## src/rtl/mem_port_arbiter.sv

```systemverilog
// mem_port_arbiter: shares the single unified memory port between instruction fetch (read-only)
// and the data path (load/store). Simultaneous requests are arbitrated round-robin. Each access
// runs IDLE -> ACCESS -> RESP and finishes with a one-cycle ack pulse to its owner.
//
// Ports:
//   clk, rst_b            clock and synchronous active-high reset
//   if_req/if_addr        fetch request and address; if_rdata/if_ack fetch response
//   d_req/d_we/d_addr/
//   d_wdata               data request (d_we = 1 for store); d_rdata/d_ack data response
//   mem_addr              word-aligned address to memory
//   mem_data_in           store bytes to memory, byte 0 = word[31:24] (big-endian)
//   mem_data_out          read bytes from memory, same byte order
//   mem_write_en          write strobe, high only in a store's single ACCESS cycle
//   busy                  high whenever the arbiter is not idle
// All outputs are registered.
module mem_port_arbiter #(
  parameter int unsigned XLEN        = 32,
  parameter int unsigned MEM_LATENCY = 2
) (
  input  logic            clk,
  input  logic            rst_b,
  input  logic            if_req,
  input  logic [XLEN-1:0] if_addr,
  output logic [XLEN-1:0] if_rdata,
  output logic            if_ack,
  input  logic            d_req,
  input  logic            d_we,
  input  logic [XLEN-1:0] d_addr,
  input  logic [XLEN-1:0] d_wdata,
  output logic [XLEN-1:0] d_rdata,
  output logic            d_ack,
  output logic [XLEN-1:0] mem_addr,
  output logic [0:3][7:0] mem_data_in,
  input  logic [0:3][7:0] mem_data_out,
  output logic            mem_write_en,
  output logic            busy
);

  localparam int unsigned CntW = $clog2(MEM_LATENCY + 1);

  localparam logic [1:0] StIdle   = 2'd0;
  localparam logic [1:0] StAccess = 2'd1;
  localparam logic [1:0] StResp   = 2'd2;

  localparam logic GntFetch = 1'b0;
  localparam logic GntData  = 1'b1;

  logic [1:0]      state_q, state_d;
  logic [CntW-1:0] cnt_q, cnt_d;
  logic            last_grant_q, last_grant_d;
  logic            owner_q, owner_d;
  logic            store_q, store_d;
  logic [XLEN-1:0] addr_q, addr_d;
  logic [31:0]     wdata_q, wdata_d;
  logic            mem_we_q, mem_we_d;
  logic            if_ack_q, if_ack_d;
  logic            d_ack_q, d_ack_d;
  logic [XLEN-1:0] if_rdata_q, if_rdata_d;
  logic [XLEN-1:0] d_rdata_q, d_rdata_d;
  logic            busy_q, busy_d;

  logic            grant_data;
  logic [XLEN-1:0] grant_addr;
  logic [31:0]     rd_word;

  // Byte 0 sits in the most significant lane of the packed array, giving big-endian order.
  assign rd_word = mem_data_out;

  always_comb begin
    state_d      = state_q;
    cnt_d        = cnt_q;
    last_grant_d = last_grant_q;
    owner_d      = owner_q;
    store_d      = store_q;
    addr_d       = addr_q;
    wdata_d      = wdata_q;
    mem_we_d     = 1'b0;
    if_ack_d     = 1'b0;
    d_ack_d      = 1'b0;
    if_rdata_d   = if_rdata_q;
    d_rdata_d    = d_rdata_q;
    busy_d       = busy_q;
    grant_data   = 1'b0;
    grant_addr   = if_addr;

    case (state_q)
      StIdle: begin
        if (if_req || d_req) begin
          // On a tie the side that did not win last time gets the port.
          grant_data   = d_req && (!if_req || (last_grant_q == GntFetch));
          grant_addr   = grant_data ? d_addr : if_addr;
          owner_d      = grant_data ? GntData : GntFetch;
          last_grant_d = owner_d;
          store_d      = grant_data && d_we;
          addr_d       = {grant_addr[XLEN-1:2], 2'b00};
          cnt_d        = CntW'(MEM_LATENCY - 1);
          if (grant_data && d_we) begin
            wdata_d  = d_wdata[31:0];
            mem_we_d = 1'b1;
          end
          state_d = StAccess;
          busy_d  = 1'b1;
        end
      end

      StAccess: begin
        // Stores take a single cycle; reads wait until the address has been held long enough.
        if (store_q || (cnt_q == '0)) begin
          state_d = StResp;
          if (owner_q == GntData) begin
            d_ack_d = 1'b1;
            if (!store_q) begin
              d_rdata_d = XLEN'(rd_word);
            end
          end else begin
            if_ack_d   = 1'b1;
            if_rdata_d = XLEN'(rd_word);
          end
        end else begin
          cnt_d = cnt_q - CntW'(1);
        end
      end

      StResp: begin
        state_d = StIdle;
        busy_d  = 1'b0;
      end

      default: begin
        state_d = StIdle;
        busy_d  = 1'b0;
      end
    endcase
  end

  always_ff @(posedge clk) begin
    if (rst_b) begin
      state_q      <= StIdle;
      cnt_q        <= '0;
      last_grant_q <= GntFetch;
      owner_q      <= GntFetch;
      store_q      <= 1'b0;
      addr_q       <= '0;
      wdata_q      <= '0;
      mem_we_q     <= 1'b0;
      if_ack_q     <= 1'b0;
      d_ack_q      <= 1'b0;
      if_rdata_q   <= '0;
      d_rdata_q    <= '0;
      busy_q       <= 1'b0;
    end else begin
      state_q      <= state_d;
      cnt_q        <= cnt_d;
      last_grant_q <= last_grant_d;
      owner_q      <= owner_d;
      store_q      <= store_d;
      addr_q       <= addr_d;
      wdata_q      <= wdata_d;
      mem_we_q     <= mem_we_d;
      if_ack_q     <= if_ack_d;
      d_ack_q      <= d_ack_d;
      if_rdata_q   <= if_rdata_d;
      d_rdata_q    <= d_rdata_d;
      busy_q       <= busy_d;
    end
  end

  assign mem_addr     = addr_q;
  assign mem_data_in  = wdata_q;
  assign mem_write_en = mem_we_q;
  assign if_ack       = if_ack_q;
  assign d_ack        = d_ack_q;
  assign if_rdata     = if_rdata_q;
  assign d_rdata      = d_rdata_q;
  assign busy         = busy_q;

endmodule
```

## config.mk

```make
export PLATFORM = sky130hd
export DESIGN_NAME = mem_port_arbiter
export DESIGN_NICKNAME = d
export VERILOG_FILES = /design/src/rtl/mem_port_arbiter.sv
export SDC_FILE = /design/constraint.sdc
export NUM_CORES = 1
export LEC_CHECK = 0
export CAP_MARGIN = 25
export CORE_AREA = 2 2 159 114
export CTS_BUF_LIST = sky130_fd_sc_hd__clkbuf_8
export DETAILED_ROUTE_END_ITERATION = 10
export DIE_AREA = 0 0 161 116
export PLACE_DENSITY = 0.7
export SYNTH_ARGS = -nofsm -noshare
export SYNTH_HDL_FRONTEND = slang
export SYNTH_SLANG_ARGS = --single-unit
```

## constraint.sdc

```tcl
create_clock -name clk -period 2.9 [get_ports clk]
set_input_delay 0.29 -clock clk [delete_from_list [all_inputs] [get_ports clk]]
set_output_delay 0.29 -clock clk [all_outputs]
set_load 0.01 [all_outputs]
```

==> metrics <==
Post-CTS Repair Setup Buffers=0; Synth Register Bits=136; average size of a mapped cell=9.26 um2; Final Max Slew Viols=0; capture point of the critical path=if_rdata[29]$_SDFFE_PP0P_; DRC errors left=0; antenna violations before repair=0; clk root buf=sky130_fd_sc_hd__clkbuf_8; final setup skew=0.0166 ns; maximum number of pins on one net before global-route repair=107; adder and majority gate portion of the synthesized area=0.225%; main combinational cell family by area after synthesis=simple AND/OR/NAND/NOR gates; number of nets at the end of the flow=972; number of max-cap violations=0; post-synthesis xor/xnor area fraction=0%; class of the most critical setup path=flop to flop; CTS H-Tree Depth=4; Horiz. Die Dim=161 um; final setup violation count=0; DRC violation total after the first TritonRoute iteration=283; post-detail-place hpwl=11100 um; maximum buffer depth of the clock tree=2; CP endpoint kind=flop; total routing usage reported by global routing=17.2%; CTS tree=yes; area used by sequential logic in the layout=2720 um2; Power Density=532 nW/um2; core area=17000 um2; Startpoint Class=flop; routed wirelength normalized by instance count=14.7 um; count of pins on the block boundary=265; share of the synthesized area in compound gates (AO/OA/AOI/OAI)=8.77%; Peak Freq=0.573 GHz; antenna diode count=0; launching point of the worst reg2reg path=cnt_q[0]$_SDFFE_PP0P_; synth-to-layout area growth=56.0%; transition at the pin with the smallest max-transition slack=0.804 ns; residual antenna-violating net count after detailed routing=0; Yosys Warn Count=0; count of input and output buffers=258; number of cells after detailed placement=1050; first-pass GRT wire length=25100 um; post-route minimum period=1.75 ns; aggregate global routing overflow=0; number of cell instances on the worst register-to-register path=5; drt pass-1 iters=4; CTS buffer count=17; clock transition at the registers of the reported paths=0.08 ns; Leak=3.36 nW; clock network latency to the later pin of the worst-skew pair=0.44 ns; Yosys cell types=33; relative slew slack=46.4%; peak supply drop=0.270 mV; vias in the first global route=4640; RSZ-0062 raised after global routing=no; post-CTS sizing=0; height of the die=116 um; share of layout cells above drive strength 1=6.11%; Worst EP arrival=2.11 ns; combined area of all synthesized cells=5560 um2; CP Launch Point=cnt_q[0]$_SDFFE_PP0P_; total vias in the final route=4910; terminus of the critical flop-to-flop path=if_rdata[29]$_SDFFE_PP0P_; portion of the clock cycle consumed by the worst path in the final layout=60.2%; starting density of the core=32.7%; maximum fanout count along the critical path=8; hold-fix buffers at CTS=0; sum of negative setup slack=0 ns; number of rows created at floorplan=40; multi-input logic area=2580 um2; portion of the post-synthesis area used by sequential elements=48.9%; setup slack, reg-to-reg=1.15 ns; status=finished, final reports clean; number of standard cells in the layout, taps in and fillers out=1082; final wirelength=15900 um; Routability Congestion=0.749; count of clock tree sinks=136; number of failing hold endpoints at the final stage=0; Synth Area in Simple Gates=20.0%; via density per instance=4.54; post-synthesis mux area share=17.3%; synthesized netlist cell count=601; Filler Cells Inserted=1607; critical path required time=3.26 ns; Total Die Area=18700 um2; Hold/Removal Path Class=primary input to flop
[through the flow]
step	util, %	power, mW	area, um2	hold WS, ns	setup WS, ns
6_report	51.0	4.62	8680	0.401	1.15
5_1_grt	51.0	4.88	8680	0.362	1.02
4_1_cts	51.0	4.69	8680	0.353	1.13
3_5_place_dp	48.6	3.10	8280	0.449	0.865
3_3_place_gp	48.6	3.09	8280	0.442	0.897
2_1_floorplan	-	2.57	5570	0.432	1.46
[critical path, cell delays in order, from the launching register on]
cell and delay (ns):
sky130_fd_sc_hd__dfxtp_1 0.32, sky130_fd_sc_hd__inv_1 0.06, sky130_fd_sc_hd__ha_1 0.22, sky130_fd_sc_hd__nor2_1 0.31, sky130_fd_sc_hd__or3_1 0.52, sky130_fd_sc_hd__mux2i_1 0.25
[layout make-up]
| class | instances | share of cell area [%] |
|---|---|---|
| multi-input cells | 413 | 29.8 |
| flip-flops and latches | 136 | 31.4 |
| inverters | 3 | 0.130 |
| well taps | 231 | 3.33 |
| clock buffers | 18 | 2.86 |
| repair buffers | 267 | 30.8 |
| clock inverters | 14 | 1.73 |
[power by group]
group          leakage, nW  switching (mW)  internal, mW
clock                0.201           0.778         0.792
sequential            1.11          0.0729          2.00
combinational         2.05           0.429         0.540
total                 3.36            1.28          3.34
[Yosys cell counts]
| cell type | count | area (um2) |
|---|---|---|
| sky130_fd_sc_hd__nand2_1 | 167 | 627 |
| sky130_fd_sc_hd__and3_1 | 1 | 6.26 |
| sky130_fd_sc_hd__a41o_1 | 1 | 10.0 |
| sky130_fd_sc_hd__a21bo_2 | 1 | 10.0 |
| sky130_fd_sc_hd__nor3_1 | 2 | 10.0 |
| sky130_fd_sc_hd__nor3_2 | 1 | 10.0 |
| sky130_fd_sc_hd__dfxtp_1 | 136 | 2720 |
| sky130_fd_sc_hd__nor4_1 | 1 | 6.26 |
| sky130_fd_sc_hd__a21oi_1 | 34 | 170 |
| sky130_fd_sc_hd__inv_1 | 2 | 7.51 |
| sky130_fd_sc_hd__buf_6 | 2 | 22.5 |
| sky130_fd_sc_hd__inv_2 | 1 | 3.75 |
| sky130_fd_sc_hd__or4b_1 | 1 | 10.0 |
| sky130_fd_sc_hd__a21boi_2 | 1 | 11.3 |
| sky130_fd_sc_hd__o21bai_1 | 1 | 7.51 |
| sky130_fd_sc_hd__o21ai_0 | 2 | 10.0 |
| sky130_fd_sc_hd__buf_1 | 4 | 15.0 |
| sky130_fd_sc_hd__nand2b_1 | 56 | 350 |
| sky130_fd_sc_hd__ha_1 | 1 | 12.5 |
| sky130_fd_sc_hd__buf_4 | 9 | 67.6 |
| sky130_fd_sc_hd__a31oi_1 | 1 | 6.26 |
| sky130_fd_sc_hd__or3_1 | 2 | 12.5 |
| sky130_fd_sc_hd__and2_1 | 1 | 6.26 |
| sky130_fd_sc_hd__nand2b_4 | 1 | 13.8 |
| sky130_fd_sc_hd__nor2_1 | 5 | 18.8 |
| sky130_fd_sc_hd__buf_2 | 14 | 70.1 |
| sky130_fd_sc_hd__nor3_4 | 1 | 16.3 |
| sky130_fd_sc_hd__or2_2 | 2 | 12.5 |
| sky130_fd_sc_hd__conb_1 | 1 | 3.75 |
| sky130_fd_sc_hd__mux2i_1 | 96 | 961 |
| sky130_fd_sc_hd__nand3_1 | 2 | 10.0 |
| sky130_fd_sc_hd__a311oi_1 | 30 | 263 |
| sky130_fd_sc_hd__clkbuf_1 | 21 | 78.8 |
[cell families after synthesis]
logic type                 after synthesis
DFF                                    136
muxes                                   96
other                                    1
buffers and inverters                   53
AOI/OAI and AO/OA                       71
adders and majority gates                1
and+or+nand+nor                        243
[worst min path at each step]
stage,slack [ns],end,start,depth (start not counted)
after global routing,0.36,mem_data_in[28]$_SDFFE_PP0P_,d_wdata[28],3
final,0.40,mem_data_in[28]$_SDFFE_PP0P_,d_wdata[28],3
after detailed placement,0.45,if_rdata[9]$_SDFFE_PP0P_,if_rdata[9]$_SDFFE_PP0P_,2
after global placement,0.44,if_rdata[17]$_SDFFE_PP0P_,if_rdata[17]$_SDFFE_PP0P_,2
after CTS,0.35,mem_data_in[28]$_SDFFE_PP0P_,d_wdata[28],3
after floorplan,0.43,mem_data_in[20]$_SDFFE_PP0P_,d_wdata[20],2
[flip-flops by register name, indices dropped and copies added (netlist names)]
register / cells
busy: 1
cnt_q: 2
d_ack: 1
d_rdata: 32
if_ack: 1
if_rdata: 32
mem_addr: 30
mem_data_in: 32
mem_write_en: 1
owner_q: 1
state_q: 2
store_q: 1
[cells in the final DEF (no fill, tap or decap), types with 5 or more instances in the layout]
cell type	instances
sky130_fd_sc_hd__a21oi_1	34
sky130_fd_sc_hd__a311oi_1	30
sky130_fd_sc_hd__buf_4	7
sky130_fd_sc_hd__clkbuf_8	18
sky130_fd_sc_hd__clkdlybuf4s50_1	257
sky130_fd_sc_hd__clkinv_4	5
sky130_fd_sc_hd__dfxtp_1	136
sky130_fd_sc_hd__mux2i_1	96
sky130_fd_sc_hd__nand2_1	167
sky130_fd_sc_hd__nand2b_1	56
[routing by layer]
layer / wire [um] / vias to the layer above / track usage, %
met2: 7080 / 194 / 27.4
met3: 1570 / 8 / 7.98
met5: 0 / - / 0
met1: 7130 / 2213 / 21.3
met4: 107 / 0 / 4.23
li1: - / 2495 / -
Note: power is estimated with default switching activity, not from simulation.
